==> config.mk <==
export PLATFORM = sky130hd
export DESIGN_NAME = spi_temp_reader_flat
export DESIGN_NICKNAME = d
export VERILOG_FILES = /design/src/rtl/spi_temp_reader_if.sv /design/src/rtl/spi_temp_reader.sv /design/src/flat_wrapper.sv
export SDC_FILE = /design/constraint.sdc
export NUM_CORES = 1
export LEC_CHECK = 0
export ABC_AREA = 1
export BUFFER_PORTS_ARGS = -buffer_cell sky130_fd_sc_hd__buf_4
export CAP_MARGIN = 20
export CORE_MARGIN = 2
export CORE_UTILIZATION = 63
export CTS_CLUSTER_SIZE = 12
export DETAILED_ROUTE_END_ITERATION = 8
export PLACE_DENSITY = 0.8
export SYNTH_ARGS = -nofsm -noshare
export SYNTH_HDL_FRONTEND = slang
export SYNTH_SLANG_ARGS = --single-unit
==> constraint.sdc <==
create_clock -name clk -period 3 [get_ports clk]
set_clock_uncertainty 0.05 [all_clocks]
set_input_delay 0.9 -clock clk [delete_from_list [all_inputs] [get_ports clk]]
set_output_delay 0.9 -clock clk [all_outputs]
set_load 0.03 [all_outputs]
==> src/rtl/spi_temp_reader_if.sv <==
// spi_temp_reader_if: SPI bus (spi_sclk, spi_cs_n, spi_miso); master = reader side, slave = sensor side
interface spi_temp_reader_if;
  logic spi_sclk;
  logic spi_cs_n;
  logic spi_miso;
  modport master (output spi_sclk, output spi_cs_n, input spi_miso);
  modport slave (input spi_sclk, input spi_cs_n, output spi_miso);
endinterface

==> src/rtl/spi_temp_reader.sv <==
// spi_temp_reader: periodic SPI mode-0 sensor read, integer degC saturated to 0..99; ports clk, reset (sync active-low), en, spi (master modport), temp, temp_valid, busy; `SPI_TEMP_RAW_EN adds raw_frame, sat_flag
module spi_temp_reader #(
  parameter int CLK_DIV = 4,
  parameter int CONV_WAIT = 1000
) (
  input  logic             clk,
  input  logic             reset,
  input  logic             en,
  spi_temp_reader_if.master spi,
  output logic [6:0]       temp,
  output logic             temp_valid,
`ifdef SPI_TEMP_RAW_EN
  output logic [15:0]      raw_frame,
  output logic             sat_flag,
`endif
  output logic             busy
);
  localparam int CW = $clog2(CLK_DIV);
  localparam int WW = $clog2(CONV_WAIT + 1);
  typedef enum logic [2:0] {IDLE, CS_SETUP, SHIFT, CS_HOLD, LATCH, WAIT} state_t;
  state_t state, state_n;
  logic [CW-1:0] cnt, cnt_n;
  logic [4:0] bit_cnt, bit_n;
  logic [WW-1:0] wcnt, wcnt_n;
  logic [15:0] sr, sr_n;
  logic sclk, sclk_n, cs_n, cs_n_n;
  logic [6:0] temp_n;
  logic [8:0] whole;
  logic last, wlast, neg, over;
  assign whole = sr[15:7];
  assign neg = whole[8];
  assign over = !neg && whole[7:0] > 8'd99;
  assign last = cnt == CW'(CLK_DIV - 1);
  assign wlast = wcnt == WW'(CONV_WAIT - 1);
  assign spi.spi_sclk = sclk;
  assign spi.spi_cs_n = cs_n;
  always_comb begin
    state_n = state;
    cnt_n = cnt;
    bit_n = bit_cnt;
    wcnt_n = wcnt;
    sr_n = sr;
    sclk_n = sclk;
    cs_n_n = cs_n;
    temp_n = temp;
    case (state)
      IDLE: begin
        state_n = en ? CS_SETUP : IDLE;
        cs_n_n = !en;
      end
      CS_SETUP: begin
        cnt_n = last ? '0 : cnt + 1'b1;
        state_n = last ? SHIFT : CS_SETUP;
      end
      SHIFT: begin
        cnt_n = last ? '0 : cnt + 1'b1;
        sclk_n = last ? !sclk : sclk;
        sr_n = last && !sclk ? {sr[14:0], spi.spi_miso} : sr;
        bit_n = last && !sclk ? bit_cnt + 1'b1 : bit_cnt;
        state_n = last && sclk && bit_cnt == 5'd16 ? CS_HOLD : SHIFT;
      end
      CS_HOLD: begin
        cnt_n = last ? '0 : cnt + 1'b1;
        state_n = last ? LATCH : CS_HOLD;
        cs_n_n = last;
      end
      LATCH: begin
        temp_n = neg ? 7'd0 : over ? 7'd99 : whole[6:0];
        bit_n = '0;
        state_n = WAIT;
      end
      WAIT: begin
        wcnt_n = wlast ? '0 : wcnt + 1'b1;
        state_n = wlast ? (en ? CS_SETUP : IDLE) : WAIT;
        cs_n_n = !(wlast && en);
      end
      default: state_n = IDLE;
    endcase
  end
  always_ff @(posedge clk) begin
    if (!reset) begin
      state <= IDLE;
      cnt <= '0;
      bit_cnt <= '0;
      wcnt <= '0;
      sr <= '0;
      sclk <= 1'b0;
      cs_n <= 1'b1;
      temp <= '0;
      temp_valid <= 1'b0;
      busy <= 1'b0;
    end else begin
      state <= state_n;
      cnt <= cnt_n;
      bit_cnt <= bit_n;
      wcnt <= wcnt_n;
      sr <= sr_n;
      sclk <= sclk_n;
      cs_n <= cs_n_n;
      temp <= temp_n;
      temp_valid <= state == LATCH;
      busy <= state_n != IDLE && state_n != WAIT;
    end
  end
`ifdef SPI_TEMP_RAW_EN
  always_ff @(posedge clk) begin
    if (!reset) begin
      raw_frame <= '0;
      sat_flag <= 1'b0;
    end else if (state == LATCH) begin
      raw_frame <= sr;
      sat_flag <= neg || over;
    end
  end
`endif
endmodule

==> src/flat_wrapper.sv <==
// flat-port wrapper written by rule: the top's interface ports become plain ports
module spi_temp_reader_flat 
#(
  parameter int CLK_DIV = 4,
  parameter int CONV_WAIT = 1000
)
  (clk, reset, en, temp, temp_valid, busy, spi_spi_sclk, spi_spi_cs_n, spi_spi_miso);
  spi_temp_reader_if spi_i ();
  input  logic clk;
  input  logic reset;
  input  logic en;
  output logic [6:0] temp;
  output logic temp_valid;
  output logic busy;
  output wire logic [$bits(spi_i.spi_sclk)-1:0] spi_spi_sclk;
  output wire logic [$bits(spi_i.spi_cs_n)-1:0] spi_spi_cs_n;
  input wire logic [$bits(spi_i.spi_miso)-1:0] spi_spi_miso;
  assign spi_spi_sclk = spi_i.spi_sclk;
  assign spi_spi_cs_n = spi_i.spi_cs_n;
  assign spi_i.spi_miso = spi_spi_miso;
  spi_temp_reader #(.CLK_DIV(CLK_DIV), .CONV_WAIT(CONV_WAIT)) u_core (.clk(clk), .reset(reset), .en(en), .spi(spi_i), .temp(temp), .temp_valid(temp_valid), .busy(busy));
endmodule
==> summary.md <==
| Metric | Value |
|---|---|
| Status | `complete, no violations` |
| Leak | `0.926 nW` |
| Synthesized area per cell | `7.46 µm²` |
| Total Routing Usage GR | `22.8%` |
| Hold Startpoint | `u_core.temp[3]` |
| Final Hold Fails | `0` |
| Core ar. | `3080 µm²` |
| Post-CTS Resized | `0` |
| Final Instance Area | `2220 µm²` |
| Via count | `1705` |
| Fraction of registers with async set/reset | `0%` |
| CTS tree | `yes` |
| CP startpoint kind | `flop` |
| Endpoint, Worst Hold | `u_core.temp[3]` |
| CTS buffer count | `5` |
| Combinational share of power | `5.6%` |
| Commonest non-fill, non-tap cells in the layout | `dfxtp_1 (47), nand2_1 (46), nor2_1 (45)` |
| Commonest non-fill, non-tap cell in the layout | `dfxtp_1` |
| Clock power share | `31.6%` |
| Drt wl/cell | `10.9 µm` |
| Part of the power in registers | `62.9%` |
| Via density per instance | `5.14` |
| Die Wd | `61.0 µm` |
| Worst r2r src | `u_core.state[0]` |
| Port Buffers | `14` |
| R2R cell count | `3` |
| Postcts setup bufs | `0` |
| Hold Path Class | `reg -> reg` |
| Dominant cells by area after synthesis | `dfxtp_1 (46%), nand2_1 (8.5%), nor2_1 (8.3%), o21ai_0 (7.8%), a21oi_1 (4.9%)` |
| Post-Synth Simple-Gate Area | `27.1%` |
| Area leader, netlist | `dfxtp_1` |
| Compound-cell area share of the yosys netlist | `14.1%` |
| Post-synthesis register bit count | `47` |
| Synth Area in XOR/XNOR | `2.14%` |
| Distinct cells, synth | `26` |
| Worst-path clk slew | `130 ps` |
| Die Y | `61.0 µm` |
| P&R area growth vs syn | `8.88%` |
| Top delay family on crit path | `flip-flops` |
| Mux cell area share after synthesis | `0%` |
| Global route total overflow | `0` |
| # diodes | `0` |
| Vias in the first global route | `1547` |
| Placer Congestion | `0.892` |
| Initial Util | `66.4%` |
| Row count | `20` |
| Crit path max fanout | `4` |
| First-pass detailed-route iteration total | `4` |
| Clk root buf | `clkbuf_4` |
| Minimum clock period | `1860 ps` |
| Initial drt markers | `90` |
| CP Buf/Inv Count | `1` |
| Largest net degree at the start of global routing | `28` |
| VDD IR max | `0.337 mV` |
| Setup_tns | `0 ps` |
| Sequential area share after synthesis | `46.1%` |
| Fin crit share | `61.9%` |
| Clock Path Buffers | `2` |
| R2R Path End | `u_core.wcnt[5]` |
| Largest family of logic cells by synthesized area | `simple AND/OR/NAND/NOR gates` |
| H-tree Lvls | `2` |
| Mapped Nets | `282` |
| PwrDens | `457 nW/µm²` |
| Post-synthesis adder-cell area fraction | `2.45%` |
| Initial antenna violation count | `0` |
| R2R setup slack | `1250 ps` |
| DR top layer | `met4` |
| Die area | `3710 µm²` |
| Psw | `0.000226 W` |
| Post-route ant nets | `0` |
| Post-synth EDFFs | `0` |
| Worst skew pair latency | `350 ps` |
| Share of layout cells above drive strength 1 | `12.2%` |
| Number of max-cap violations | `0` |
| Worst Path Arrival | `910 ps` |
| First-pass GRT wire length | `6390 µm` |
| CP cell instances | `buf_4` |
| WS Path Type | `reg -> out` |
| Yosys Warn Count | `0` |
| Final nets | `295` |
| Routed metal-1 wirelength | `1810 µm` |
| Final setup vio count | `0` |
| Switch share | `22.3%` |
| Detailed Route WL | `3620 µm` |
| Metal2 WL | `1690 µm` |
| Yosys top cell area share | `46.1%` |
| Power Internal | `0.000791 W` |
| Crit-path max cell delay | `390 ps` |
| Dpl cell area | `2160 µm²` |
| Met3 Wirelength | `88 µm` |
| Total power | `0.00102 W` |
| Post-Syn Instances | `274` |
| Hold Path Depth | `2` |
| Achievable Freq | `539 MHz` |
| Synthesized area | `2040 µm²` |
| IO Count | `15` |
| Slowest library cell on the worst path | `dfxtp_1` |
| Clock Sinks | `47` |
| Final Slew Violations | `0` |
| Critical Path Start | `u_core.spi.spi_sclk` |
| RSZ-0062 raised after global routing | `false` |
| CP Capture Type | `primary output` |
| Drt drc | `0` |
| Hold-fix buffers, CTS | `0` |
| Relative slew slack | `62.4%` |
| Ys flop type | `dfxtp_1` |
| Worst-margin pin slew | `558 ps` |
| Required @ worst endpoint | `2050 ps` |
| Final HPWL DP | `2650 µm` |
[power groups by stage]
stage	sequential, W	clock [W]	combinational [W]
after global placement	0.000653	0	0.0000557
after CTS	0.000639	0.000328	0.0000568
final	0.000640	0.000321	0.0000567
after floorplan	0.000655	0	0.0000410
after global routing	0.000641	0.000350	0.0000657
after detailed placement	0.000653	0	0.0000563
[synth_stat cells, types with 2 or more instances]
library cell  count
nor2_1           45
nand2_2           2
o21ai_0          32
xnor2_1           2
xor2_1            3
buf_4             3
nand4_1           3
a21oi_1          20
inv_2             4
inv_1            26
nor2_4            2
nand3_1          15
clkbuf_1          3
nor3_2            2
dfxtp_1          47
nand2_1          46
nor3_1            5
ha_1              4
o21ai_1           2
buf_2             2
[area by class of cell]
type	count	area (µm²)
sequential	47	941
multi-input combinational	188	935
fill	257	853
timing repair buffer	15	113
inverter	30	113
clock buffer	8	68.8
tap	44	55.1
[registers in the layout (all words and copies together), names as in the netlist]
signal               flops
u_core.temp_valid        1
u_core.cnt               2
u_core.busy              1
u_core.wcnt             10
u_core.sr               16
u_core.bit_cnt           5
u_core.spi.spi_cs_n      1
u_core.state             3
u_core.spi.spi_sclk      1
u_core.temp              7
[tightest hold or removal path, stage by stage (launching register included)]
cell and delay [ps]:
dfxtp_1 340, nand2_1 60, nand2_1 40
[cell families after synthesis]
kind of cell,Yosys count
buf+inv,39
flops,47
compound gates,56
xor+xnor,5
simple gates,123
fa+ha+maj,4
[metrics by stage]
stage	hold slack, ps	worst slack, ps	cells	util, %
after global placement	392	1010	324	70.0
after detailed placement	396	943	324	70.0
after global routing	427	1040	332	72.3
final	411	1140	332	72.3
after CTS	414	1130	332	72.3
after floorplan	389	1480	274	-
[metal layers]
metal  up-vias  global-route usage, %
met4         0                   5.59
met2        22                   39.0
met5         -                      0
met1       768                   28.8
met3         4                   5.76
li1        911                      -
[worst max path at each step]
stage          cells after the start                end  slack, ps
2_1_floorplan                      3     u_core.temp[0]       1480
3_3_place_gp                       6  u_core.bit_cnt[0]       1010
3_5_place_dp                       6  u_core.bit_cnt[0]        940
4_1_cts                            1       spi_spi_sclk       1130
5_1_grt                            8  u_core.bit_cnt[3]       1040
6_report                           1       spi_spi_sclk       1140
Power figures use the tool's default switching activity.
